File: src/rtl/fetch_stage.sv
// Instruction fetch stage with IF/ID pipeline register: single-outstanding word
// fetch over a valid/ready request channel, 1-entry hold buffer, redirect drain.
module fetch_stage #(
    parameter logic [31:0] RESET_PC  = 32'h0000_0000,
    parameter logic [31:0] NOP_INSTR = 32'h0000_0013
) (
    input  logic        CLK,
    input  logic        RST_N,
    input  logic        Stall_F,
    input  logic        Flush_D,
    input  logic        PC_Redirect_En_E,
    input  logic [31:0] PC_Target_E,
    output logic        IMEM_Req_Valid,
    input  logic        IMEM_Req_Ready,
    output logic [31:0] IMEM_Req_Addr,
    input  logic        IMEM_Resp_Valid,
    input  logic [31:0] IMEM_Resp_Data,
    output logic [31:0] Instr_D,
    output logic [31:0] PC_D,
    output logic [31:0] PC_Plus_4_D,
    output logic        Valid_D
);

    typedef enum logic [1:0] {
        S_REQ   = 2'd0,
        S_WAIT  = 2'd1,
        S_HOLD  = 2'd2,
        S_DRAIN = 2'd3
    } state_t;

    state_t      state_r;
    state_t      state_next_s;
    logic [31:0] pc_f_r;
    logic [31:0] pc_f_next_s;
    logic [31:0] hold_instr_r;
    logic [31:0] hold_instr_next_s;
    logic [31:0] hold_pc_r;
    logic [31:0] hold_pc_next_s;

    logic        req_valid_s;
    logic        accept_s;
    logic [31:0] target_s;
    logic        load_ifid_s;
    logic [31:0] load_instr_s;
    logic [31:0] load_pc_s;

    logic [31:0] instr_d_r;
    logic [31:0] pc_d_r;
    logic [31:0] pc_plus_4_d_r;
    logic        valid_d_r;

    logic        target_lsb_unused_s;

    assign req_valid_s         = (state_r == S_REQ);
    assign accept_s            = req_valid_s && IMEM_Req_Ready;
    assign target_s            = {PC_Target_E[31:2], 2'b00};
    assign target_lsb_unused_s = ^PC_Target_E[1:0];

    // Request channel: valid is forced low for the whole time reset is held.
    assign IMEM_Req_Valid = req_valid_s && RST_N;
    assign IMEM_Req_Addr  = pc_f_r;

    assign Instr_D     = instr_d_r;
    assign PC_D        = pc_d_r;
    assign PC_Plus_4_D = pc_plus_4_d_r;
    assign Valid_D     = valid_d_r;

    // Fetch FSM next-state, PC, hold buffer and IF/ID load selection.
    always_comb begin
        state_next_s      = state_r;
        pc_f_next_s       = pc_f_r;
        hold_instr_next_s = hold_instr_r;
        hold_pc_next_s    = hold_pc_r;
        load_ifid_s       = 1'b0;
        load_instr_s      = NOP_INSTR;
        load_pc_s         = pc_f_r;

        case (state_r)
            S_REQ: begin
                if (PC_Redirect_En_E) begin
                    pc_f_next_s       = target_s;
                    hold_instr_next_s = 32'h0000_0000;
                    hold_pc_next_s    = 32'h0000_0000;
                    // An accepted request to the old PC is still in flight.
                    state_next_s      = accept_s ? S_DRAIN : S_REQ;
                end else if (accept_s) begin
                    state_next_s = S_WAIT;
                end else begin
                    state_next_s = S_REQ;
                end
            end
            S_WAIT: begin
                if (PC_Redirect_En_E) begin
                    pc_f_next_s       = target_s;
                    hold_instr_next_s = 32'h0000_0000;
                    hold_pc_next_s    = 32'h0000_0000;
                    state_next_s      = IMEM_Resp_Valid ? S_REQ : S_DRAIN;
                end else if (IMEM_Resp_Valid) begin
                    pc_f_next_s = pc_f_r + 32'd4;
                    if (Flush_D) begin
                        state_next_s = S_REQ;
                    end else if (!Stall_F) begin
                        load_ifid_s  = 1'b1;
                        load_instr_s = IMEM_Resp_Data;
                        load_pc_s    = pc_f_r;
                        state_next_s = S_REQ;
                    end else begin
                        hold_instr_next_s = IMEM_Resp_Data;
                        hold_pc_next_s    = pc_f_r;
                        state_next_s      = S_HOLD;
                    end
                end else begin
                    state_next_s = S_WAIT;
                end
            end
            S_HOLD: begin
                if (PC_Redirect_En_E) begin
                    pc_f_next_s       = target_s;
                    hold_instr_next_s = 32'h0000_0000;
                    hold_pc_next_s    = 32'h0000_0000;
                    state_next_s      = S_REQ;
                end else if (Flush_D) begin
                    // A squashed decode slot also squashes the instruction waiting for it.
                    hold_instr_next_s = 32'h0000_0000;
                    hold_pc_next_s    = 32'h0000_0000;
                    state_next_s      = S_REQ;
                end else if (!Stall_F) begin
                    load_ifid_s       = 1'b1;
                    load_instr_s      = hold_instr_r;
                    load_pc_s         = hold_pc_r;
                    hold_instr_next_s = 32'h0000_0000;
                    hold_pc_next_s    = 32'h0000_0000;
                    state_next_s      = S_REQ;
                end else begin
                    state_next_s = S_HOLD;
                end
            end
            S_DRAIN: begin
                if (PC_Redirect_En_E) begin
                    pc_f_next_s = target_s;
                end else begin
                    pc_f_next_s = pc_f_r;
                end
                // The stale response closes the drain even if a new redirect lands with it.
                if (IMEM_Resp_Valid) begin
                    state_next_s = S_REQ;
                end else begin
                    state_next_s = S_DRAIN;
                end
            end
            default: begin
                state_next_s = S_REQ;
            end
        endcase
    end

    // Fetch state, PC_F and hold buffer registers.
    always_ff @(posedge CLK or negedge RST_N) begin
        if (!RST_N) begin
            state_r      <= S_REQ;
            pc_f_r       <= RESET_PC;
            hold_instr_r <= 32'h0000_0000;
            hold_pc_r    <= 32'h0000_0000;
        end else begin
            state_r      <= state_next_s;
            pc_f_r       <= pc_f_next_s;
            hold_instr_r <= hold_instr_next_s;
            hold_pc_r    <= hold_pc_next_s;
        end
    end

    // IF/ID pipeline register: flush beats load, stall holds everything.
    always_ff @(posedge CLK or negedge RST_N) begin
        if (!RST_N) begin
            instr_d_r     <= NOP_INSTR;
            pc_d_r        <= 32'h0000_0000;
            pc_plus_4_d_r <= 32'h0000_0000;
            valid_d_r     <= 1'b0;
        end else if (Flush_D) begin
            instr_d_r     <= NOP_INSTR;
            pc_d_r        <= pc_d_r;
            pc_plus_4_d_r <= pc_plus_4_d_r;
            valid_d_r     <= 1'b0;
        end else if (load_ifid_s) begin
            instr_d_r     <= load_instr_s;
            pc_d_r        <= load_pc_s;
            pc_plus_4_d_r <= load_pc_s + 32'd4;
            valid_d_r     <= 1'b1;
        end else if (!Stall_F) begin
            instr_d_r     <= NOP_INSTR;
            pc_d_r        <= pc_d_r;
            pc_plus_4_d_r <= pc_plus_4_d_r;
            valid_d_r     <= 1'b0;
        end else begin
            instr_d_r     <= instr_d_r;
            pc_d_r        <= pc_d_r;
            pc_plus_4_d_r <= pc_plus_4_d_r;
            valid_d_r     <= valid_d_r;
        end
    end

endmodule
File: config.mk
export PLATFORM = sky130hd
export DESIGN_NAME = fetch_stage
export DESIGN_NICKNAME = d
export VERILOG_FILES = /design/src/rtl/fetch_stage.sv
export SDC_FILE = /design/constraint.sdc
export NUM_CORES = 1
export LEC_CHECK = 0
export BUFFER_PORTS_ARGS = -buffer_cell sky130_fd_sc_hd__clkbuf_2
export CAP_MARGIN = 20
export CORE_MARGIN = 8
export CORE_UTILIZATION = 60
export CTS_BUF_LIST = sky130_fd_sc_hd__clkbuf_2
export DETAILED_ROUTE_END_ITERATION = 10
export GPL_TIMING_DRIVEN = 0
export PLACE_DENSITY = 0.83
export SLEW_MARGIN = 15
export SYNTH_ARGS = -nofsm -noshare
export SYNTH_HDL_FRONTEND = slang
export SYNTH_SLANG_ARGS = --single-unit
File: constraint.sdc
create_clock -name CLK -period 7.8 [get_ports CLK]
set_clock_uncertainty 0.05 [all_clocks]
set_input_delay 0.39 -clock CLK [delete_from_list [all_inputs] [get_ports CLK]]
set_output_delay 0.39 -clock CLK [all_outputs]
set_load 0.01 [all_outputs]
==> reports/metrics.yaml, run 1 <==
cp-start-kind: "flop"
r2r_slack_ns: 2.34
critPathArrivalTime_ns: 6.15
syn_avg_cell_area_um2: 9.266
netlist_area_um2: 9368
maxCapViolCount: 0
io_pins: 201
dp_hpwl_um: 21720
viasPerCell: 6.124
die-area_um2: 19870
hp-class: "in2reg"
crit_slowest_cell: "nor4b_2"
globalRouteOverflowTotal: 0
leakage_nw: 5.443
cts_buffers: 17
std_cell_rows: 45
ys.flop_type: "dfrtp_1"
synthTopCellsByArea: "dfrtp_1 50%, nand2_1 9.1%, o21ai_0 6.7%, a22o_1 3.1%, clkbuf_1 2.8%"
first_iter_violations: 999
finalSetupTns_ns: 0
initial_core_util_pct: 61.39
synthCells: 1011
synth_top_area_cell: "dfrtp_1"
worstPathRequired_ns: 8.48
drive_gt1_share_pct: 19.13
endpoint_kind: "flop"
cts_setup_buffers: 0
grt_pass1_vias: 9023
path_cells: "inv_1, ha_1, nor4b_2, clkbuf_1, clkbuf_1, clkbuf_1, nand2_1, nand2_1, ha_1, nand3_1, or4_1, a22o_1, buf_2, o31a_1, o31ai_1"
path_class: "reg2reg"
ys_ff_latch: 191
cts_tree: "built"
final_hold_viol_count: 0
remaining_drc_errors: 0
wl_per_cell_um: 20.03
wirelength_um: 30440
yosysSeqAreaShare_pct: 51.06
die_x_um: 141.0
rsz0062_at_grt: "false"
synth_edf_count: 0
synth-async-reset-ratio_pct: 100.0
max_stage_delay_ns: 0.75
fmax_mhz: 183.0
place_ws_ns: 2.557
antenna_found_initial: 1
portBuffers: 194
synth_top_cell_area_share_pct: 50.22
power_density_nw_per_um2: 223.3
synth.distinct_cells: 58
crit_fanout: 10
fin_nets: 1374
fin_crit_sh_pct: 70.06
cp_common_cell: "clkbuf_1"
insertion_delay_ns: 0.79
min_period_ns: 5.464
ant_nets: 0
grt_pass1_wl_um: 48710
ir_drop_mv: 0.1318
cts_resized: 0
worst_slack_ns: 2.336
slew_violations: 0
tightest_slew_ns: 1.076
setup_viol: 0
first_pass_iters: 5
gp_congestion: 0.9210
grt_usage_pct: 30.98
synthToLayoutAreaGrowth_pct: 24.02
cts_root_buffer: "clkbuf_2"
ctsHoldBuffers: 68
cts-htree-levels: 4
outcome: "finished, final reports clean"
core_um2: 15260
vias: 9309
dieHeight_um: 141.0
grt_max_degree: 87
yosysWarnings: 0
cts_num_sinks: 191
relSlewSlack_pct: 27.24
clk_pin_slew_ns: 0.28
cts.path.max_buffers: 2
-- state kept, by name (all words and copies together) (netlist names) --
register       flops
state_r            2
Instr_D           32
PC_Plus_4_D       30
hold_instr_r      32
IMEM_Req_Addr     30
hold_pc_r         32
PC_D              32
Valid_D            1
-- cells in the mapped netlist, types with 3 or more instances --
master / instances
nand3_1: 38
nor2b_1: 7
and4_1: 7
a21o_1: 5
o31ai_1: 11
or3_1: 5
nor3_1: 14
a21boi_0: 3
xor2_1: 23
nand2_1: 228
dfrtp_1: 188
buf_2: 6
buf_4: 4
and3_1: 15
nor4_1: 7
a21oi_1: 9
mux2_2: 3
nor2_1: 28
nand4_1: 16
buf_1: 5
or4_1: 8
a22oi_1: 33
a22o_1: 33
a221o_1: 3
a31oi_1: 13
mux2i_1: 24
xnor2_1: 18
or2_2: 3
or4b_1: 3
inv_1: 4
ha_1: 8
o21a_1: 3
clkbuf_1: 70
dfstp_2: 3
and2_1: 8
o21ai_0: 126
-- cell families after synthesis --
kind of cell / share of synthesized area [%]
simple gates: 19.39
compound gates: 17.70
mux: 2.925
other cells: 0.04003
xor+xnor: 3.833
fa+ha+maj: 1.069
buf+inv: 3.980
flops: 51.06
-- cell usage in the layout, fill, tap and decap left out, types with 4 or more instances in the layout --
cell	instances
nand2_1	228
clkbuf_2	211
dfrtp_1	188
o21ai_0	126
clkbuf_1	70
dlygate4sd3_1	67
nand3_1	38
a22oi_1	33
a22o_1	33
nor2_1	28
mux2i_1	24
xor2_1	23
xnor2_1	18
nand4_1	16
and3_1	15
nor3_1	14
a31oi_1	13
o31ai_1	11
a21oi_1	9
and2_1	8
or4_1	8
ha_1	8
nor2b_1	7
and4_1	7
nor4_1	7
buf_2	6
buf_1	5
a21o_1	5
or3_1	5
inv_1	4
buf_4	4
-- critical path: cells and delay by family (launching register included) --
family,cells,cell delay (ns)
DFF,1,0.48
adders and majority gates,2,0.60
buffers and inverters,5,1.64
AOI/OAI and AO/OA,3,0.79
and+or+nand+nor,5,1.84
-- worst paths after layout --
| path | startpoint | to | cells past startpoint |
|---|---|---|---|
| setup / recovery | state_r[0] | PC_Plus_4_D[22] | 15 |
| hold / removal | Stall_F | Instr_D[4] | 4 |
| setup reg to reg | state_r[0] | PC_Plus_4_D[22] | 15 |
| hold reg to reg | PC_Plus_4_D[2] | PC_Plus_4_D[2] | 2 |
| max in group asynchronous | RST_N | hold_pc_r[12] | 5 |
| min in group asynchronous | RST_N | PC_D[1] | 3 |
-- power breakdown --
group	internal, mW	leakage [nW]	switching (mW)
clock	0.177	0.146	0.348
combinational	0.281	2.74	0.494
sequential	1.16	2.56	0.131
total	1.62	5.44	0.974
-- layout make-up --
| cell class | instances | area, µm² |
|---|---|---|
| Tap cell | 211 | 264.0 |
| Clock inverter | 14 | 166.4 |
| Timing Repair Buffer | 264 | 1725 |
| Inverter | 4 | 15.01 |
| Antenna cell | 2 | 5.005 |
| Sequential cell | 191 | 4783 |
| Buffer | 87 | 357.8 |
| Multi-Input combinational cell | 730 | 4215 |
| Fill cell | 1070 | 3641 |
| Clock buffer | 17 | 85.08 |
-- stage by stage --
stage | instance area (µm²) | cells | util (%) | total power, mW | hold WS [ns]
floorplan | 9371 | 1012 | - | 1.682 | 0.04441
global placement | 10610 | 1417 | 69.51 | 2.000 | 0.4092
detailed placement | 10670 | 1419 | 69.93 | 2.036 | 0.3035
CTS | 11610 | 1518 | 76.11 | 2.574 | 0.002236
global route | 11620 | 1520 | 76.14 | 2.719 | 0.05344
finish | 11620 | 1520 | 76.14 | 2.594 | 0.04099
-- metal layers --
metal	GRT usage [%]	vias to the layer above	wire length, µm
li1	-	4141	-
met1	42.49	4415	12550
met2	45.65	644	13500
met3	7.968	109	3288
met4	13.63	0	1104
met5	0	-	0
Note: power is estimated with default switching activity, not from simulation.
==> run 2, diff against run 1 <==
--- a/config.mk
+++ b/config.mk
@@ -8,11 +8,11 @@
 export BUFFER_PORTS_ARGS = -buffer_cell sky130_fd_sc_hd__clkbuf_2
 export CAP_MARGIN = 20
 export CORE_MARGIN = 8
-export CORE_UTILIZATION = 60
+export CORE_UTILIZATION = 51
 export CTS_BUF_LIST = sky130_fd_sc_hd__clkbuf_2
 export DETAILED_ROUTE_END_ITERATION = 10
 export GPL_TIMING_DRIVEN = 0
-export PLACE_DENSITY = 0.83
+export PLACE_DENSITY = 0.74
 export SLEW_MARGIN = 15
 export SYNTH_ARGS = -nofsm -noshare
 export SYNTH_HDL_FRONTEND = slang
==> constraint.sdc (replaced) <==
create_clock -name CLK -period 4.9 [get_ports CLK]
set_clock_uncertainty 0.05 [all_clocks]
set_input_delay 0.245 -clock CLK [delete_from_list [all_inputs] [get_ports CLK]]
set_output_delay 0.245 -clock CLK [all_outputs]
set_load 0.01 [all_outputs]
==> run 2 against run 1 <==
Against the previous run: clock power grew 52%; worst setup slack got worse by 2.1 ns; largest cell class unchanged; flip-flop and latch count is the same.
==> reports/metrics.yaml, run 2 (same netlist as run 1, synthesis figures left out) <==
vias: 9064
min_period_ns: 4.635
maxCapViolCount: 0
first_pass_iters: 6
viasPerCell: 5.818
cts.path.max_buffers: 2
fmax_mhz: 215.8
final_util_pct: 65.56
initial_core_util_pct: 51.97
core_um2: 18020
remaining_drc_errors: 0
std_cell_rows: 49
switching_power_mw: 1.540
fin_crit_sh_pct: 94.58
relSlewSlack_pct: 29.14
cp-start-kind: "flop"
wl_per_cell_um: 19.26
dieHeight_um: 151.5
cts_root_buffer: "clkbuf_2"
clock_power_share_pct: 19.6
cts_num_sinks: 191
crit_fanout: 19
globalRouteOverflowTotal: 0
drive_gt1_share_pct: 19.00
finalSetupTns_ns: 0
hp-class: "in2reg"
grt_pass1_wl_um: 47510
p_seq_share_pct: 50.2
fin_nets: 1392
cts-htree-levels: 4
r2r_slack_ns: 0.27
gp_congestion: 0.8890
grt_max_degree: 96
critPathArrivalTime_ns: 5.33
cts_tree: "built"
outcome: "finished, final reports clean"
mostFrequentLayoutCells: "228 x nand2_1, 213 x clkbuf_2, 188 x dfrtp_1"
path_class: "reg2reg"
portBuffers: 194
cts_buffers: 17
power_density_nw_per_um2: 346.2
antenna_found_initial: 2
endpoint_kind: "flop"
final_hold_viol_count: 0
ant_nets: 0
die-area_um2: 22960
io_pins: 201
insertion_delay_ns: 0.80
rsz0062_at_grt: "false"
grt_usage_pct: 26.35
layout_commonest_cell: "nand2_1"
fin_hold_ws_ns: 0.1222
power_frac_comb_pct: 30.2
synthToLayoutAreaGrowth_pct: 26.15
leakage_nw: 5.518
grt_pass1_vias: 8927
clk_pin_slew_ns: 0.27
slew_violations: 0
setup_viol: 0
worstPathRequired_ns: 5.59
tightest_slew_ns: 1.048
wirelength_um: 30010
internal-power_mw: 2.551
first_iter_violations: 782
dp_hpwl_um: 22230
p_sw_share_pct: 37.63
ir_drop_mv: 0.2594
die_x_um: 151.5
## run 2: worst paths after layout
path,from,endpoint,cells after the start
max,state_r[0],PC_Plus_4_D[22],15
min,PC_Target_E[24],IMEM_Req_Addr[24],4
max reg2reg,state_r[0],PC_Plus_4_D[22],15
min reg2reg,PC_Plus_4_D[3],PC_Plus_4_D[3],2
max in group asynchronous,RST_N,PC_Plus_4_D[19],5
min in group asynchronous,RST_N,Instr_D[18],4
## run 2: power by group through the flow
stage               clock network, mW  logic (mW)  registers (mW)
floorplan                           0       0.547            2.13
global placement                    0        1.13            2.07
detailed placement                  0        1.16            2.08
CTS                             0.802        1.23            2.05
global route                    0.867        1.36            2.09
finish                          0.801        1.24            2.05
## run 2: cell type report
| cell class | count | area, µm² |
|---|---|---|
| fill | 1538 | 6207 |
| sequential | 191 | 4783 |
| multi-input combinational | 730 | 4224 |
| timing repair buffer | 284 | 1913 |
| buffer | 85 | 354.1 |
| tap | 229 | 286.5 |
| clock inverter | 13 | 138.9 |
| clock buffer | 19 | 95.09 |
| inverter | 4 | 15.01 |
| antenna | 3 | 7.507 |
## run 2: worst max-delay path, cell delays in order, from the launching register on
cell      delay [ns]
dfrtp_1         0.47
inv_1           0.10
ha_1            0.31
or4b_1          0.20
clkbuf_1        0.25
buf_2           0.34
buf_2           0.45
nand2_1         0.17
nand2_1         0.10
ha_1            0.26
nand3_1         0.16
or4_1           0.67
a22o_1          0.30
buf_2           0.20
o31a_1          0.29
o31ai_1         0.23
## run 2: timing repair
action                                 in CTS  in global routing
gates resized for setup                     2                  2
hold buffers                               87                  0
endpoints found under the hold margin     288                  0
buffers inserted                            0                  1
setup endpoints to repair                   9                  2
## run 2: routing by layer
metal	share of wire (%)	wire length (µm)	up-vias	track usage, %
li1	-	-	4182	-
met1	43	13050	4395	36.71
met2	45	13530	430	39.89
met3	9.4	2825	57	6.445
met4	2.0	609	0	8.231
met5	0	0	-	0
## run 2: per-stage QoR
stage	cells	setup WS (ns)	power [mW]	area, µm²
3_5_place_dp	1437	-0.3301	3.243	10690
4_1_cts	1554	0.2321	4.085	11800
2_1_floorplan	1012	0.7878	2.678	9371
3_3_place_gp	1435	-0.2447	3.195	10630
5_1_grt	1557	0.05694	4.321	11820
6_report	1558	0.2654	4.091	11820
==> run 3, diff against run 2 <==
--- a/config.mk
+++ b/config.mk
@@ -7,12 +7,15 @@
 export LEC_CHECK = 0
 export BUFFER_PORTS_ARGS = -buffer_cell sky130_fd_sc_hd__clkbuf_2
 export CAP_MARGIN = 20
+export CELL_PAD_IN_SITES_DETAIL_PLACEMENT = 1
+export CELL_PAD_IN_SITES_GLOBAL_PLACEMENT = 1
 export CORE_MARGIN = 8
-export CORE_UTILIZATION = 51
+export CORE_UTILIZATION = 39
 export CTS_BUF_LIST = sky130_fd_sc_hd__clkbuf_2
 export DETAILED_ROUTE_END_ITERATION = 10
 export GPL_TIMING_DRIVEN = 0
-export PLACE_DENSITY = 0.74
+export PLACE_DENSITY = 0.75
+export REMOVE_ABC_BUFFERS = 1
 export SLEW_MARGIN = 15
 export SYNTH_ARGS = -nofsm -noshare
 export SYNTH_HDL_FRONTEND = slang
==> run 3 against run 2 <==
Against the previous run: hold slack got worse by 0.017 ns; utilization down 16 points; routed wire length increased by 3.9%; sequential power about the same; first-iteration DRC count decreased by 43%; flip-flop and latch count unchanged; total power up 0.78%; worst setup slack gained 0.32 ns; highest routed layer unchanged.
==> reports/metrics.yaml, run 3 (same netlist as run 1, synthesis figures left out) <==
die_x_um: 171.0
maxCapViolCount: 0
crit_slowest_cell: "or4_1"
core_um2: 23540
dieHeight_um: 171.0
endpoint_kind: "flop"
hp-class: "in2reg"
grt_pass1_vias: 9090
cts_num_sinks: 191
layout_commonest_cell: "nand2_1"
ant_nets: 0
die-area_um2: 29240
grt_max_degree: 89
fillers: 2811
cts_resized: 0
fin_crit_sh_pct: 88.04
design_area_um2: 11750
switching_power_mw: 1.584
viasPerCell: 5.443
fin_nets: 1312
slew_violations: 0
cp-start-kind: "flop"
p_seq_share_pct: 50.0
path_class: "reg2reg"
tightest_slew_ns: 1.060
first_iter_violations: 446
cts_root_buffer: "clkbuf_2"
worstPathRequired_ns: 5.63
cts_buffers: 17
insertion_delay_ns: 0.80
ir_drop_mv: 0.1727
min_period_ns: 4.314
antenna_found_initial: 1
cts.path.max_buffers: 2
fmax_mhz: 231.8
mostFrequentLayoutCells: "228 x nand2_1, 211 x clkbuf_2, 188 x dfrtp_1"
final_cells: 1566
relSlewSlack_pct: 29.34
grt_usage_pct: 21.67
cts-htree-levels: 4
crit_fanout: 40
outcome: "finished, final reports clean"
path_cells: "inv_1, ha_1, or4b_4, nand2_1, nand2_1, ha_1, nand3_1, or4_1, a22o_1, or4_1, nand3_1"
dp_hpwl_um: 21670
remaining_drc_errors: 0
leakage_nw: 5.495
io_pins: 201
wl_per_cell_um: 19.91
std_cell_rows: 56
cts_tree: "built"
setup_viol: 0
clk_pin_slew_ns: 0.33
gp_congestion: 0.8019
placedInstanceArea_um2: 10720
power_frac_comb_pct: 29.2
wirelength_um: 31170
synthToLayoutAreaGrowth_pct: 25.39
final_hold_viol_count: 0
final_util_pct: 49.89
p_sw_share_pct: 38.42
portBuffers: 196
globalRouteOverflowTotal: 0
dp_cells: 1458
vias: 8524
power_density_nw_per_um2: 351.0
drive_gt1_share_pct: 21.51
max_stage_delay_ns: 0.71
grt_pass1_wl_um: 50140
critPathArrivalTime_ns: 5.05
first_pass_iters: 4
clock_power_share_pct: 20.8
initial_core_util_pct: 39.79
r2r_slack_ns: 0.59
rsz0062_at_grt: "false"
internal-power_mw: 2.539
run 3: cell count changes in the layout (fill, tap and decap cells not counted), sizes merged:
cell,delta
clkbuf,-70
bufinv,-1
dlygate4sd3,-14
buf,+2
clkinv,+1
inv,+5
diode,-2
clkinvlp,-3
run 3: power groups by stage:
stage	logic [mW]	registers, mW	clock network, mW
5_1_grt	1.35	2.10	0.937
6_report	1.20	2.06	0.858
4_1_cts	1.22	2.06	0.894
3_5_place_dp	1.15	2.09	0
3_3_place_gp	1.06	2.08	0
2_1_floorplan	0.481	2.15	0
run 3: final cells by class:
class	instances	area [µm²]	area share [%]
sequential	191	4783	40.72
tap	319	399.1	3.398
clock buffer	17	85.08	0.7243
multi-input combinational	730	4275	36.40
timing repair buffer	289	2007	17.09
antenna	1	2.502	0.02130
clock inverter	15	178.9	1.523
inverter	4	15.01	0.1278
run 3: routing by layer:
metal / GRT usage (%) / up-vias / part of all wire [%]
li1: - / 4003 / -
met1: 28.39 / 4318 / 45
met2: 36.23 / 167 / 49
met3: 3.711 / 36 / 3.9
met4: 6.465 / 0 / 1.9
met5: 0 / - / 0
run 3: per-stage QoR:
step / setup slack (ns) / total power, mW / hold slack [ns] / TNS, ns
after floorplan: -0.3747 / 2.628 / -0.1006 / -11.24
after global placement: -4.554 / 3.147 / 0.4062 / -390.51
after detailed placement: 0.4909 / 3.243 / 0.1480 / 0
after CTS: 0.6324 / 4.170 / 0.01703 / 0
after global routing: 0.4097 / 4.387 / 0.04883 / 0
final: 0.5862 / 4.123 / 0.1051 / 0
run 3: critical path, delay by kind of cell, from the launching register on:
family	cells	cell delay, ns
flops	1	0.47
compound gates	1	0.44
simple gates	7	2.61
fa+ha+maj	2	0.63
buf+inv	1	0.10
run 3: what timing repair did:
item	4_1_cts	5_1_grt
hold buffers	74	0
setup buffers	0	0
hold endpoints to repair	299	0
run 3: path summary, 6_finish.rpt:
check	from	to	depth (start not counted)
setup / recovery	state_r[0]	PC_Plus_4_D[30]	11
hold / removal	PC_Redirect_En_E	IMEM_Req_Addr[24]	3
setup reg to reg	state_r[0]	PC_Plus_4_D[30]	11
hold reg to reg	PC_D[24]	PC_D[24]	1
max in group asynchronous	RST_N	IMEM_Req_Addr[16]	4
min in group asynchronous	RST_N	Instr_D[7]	4
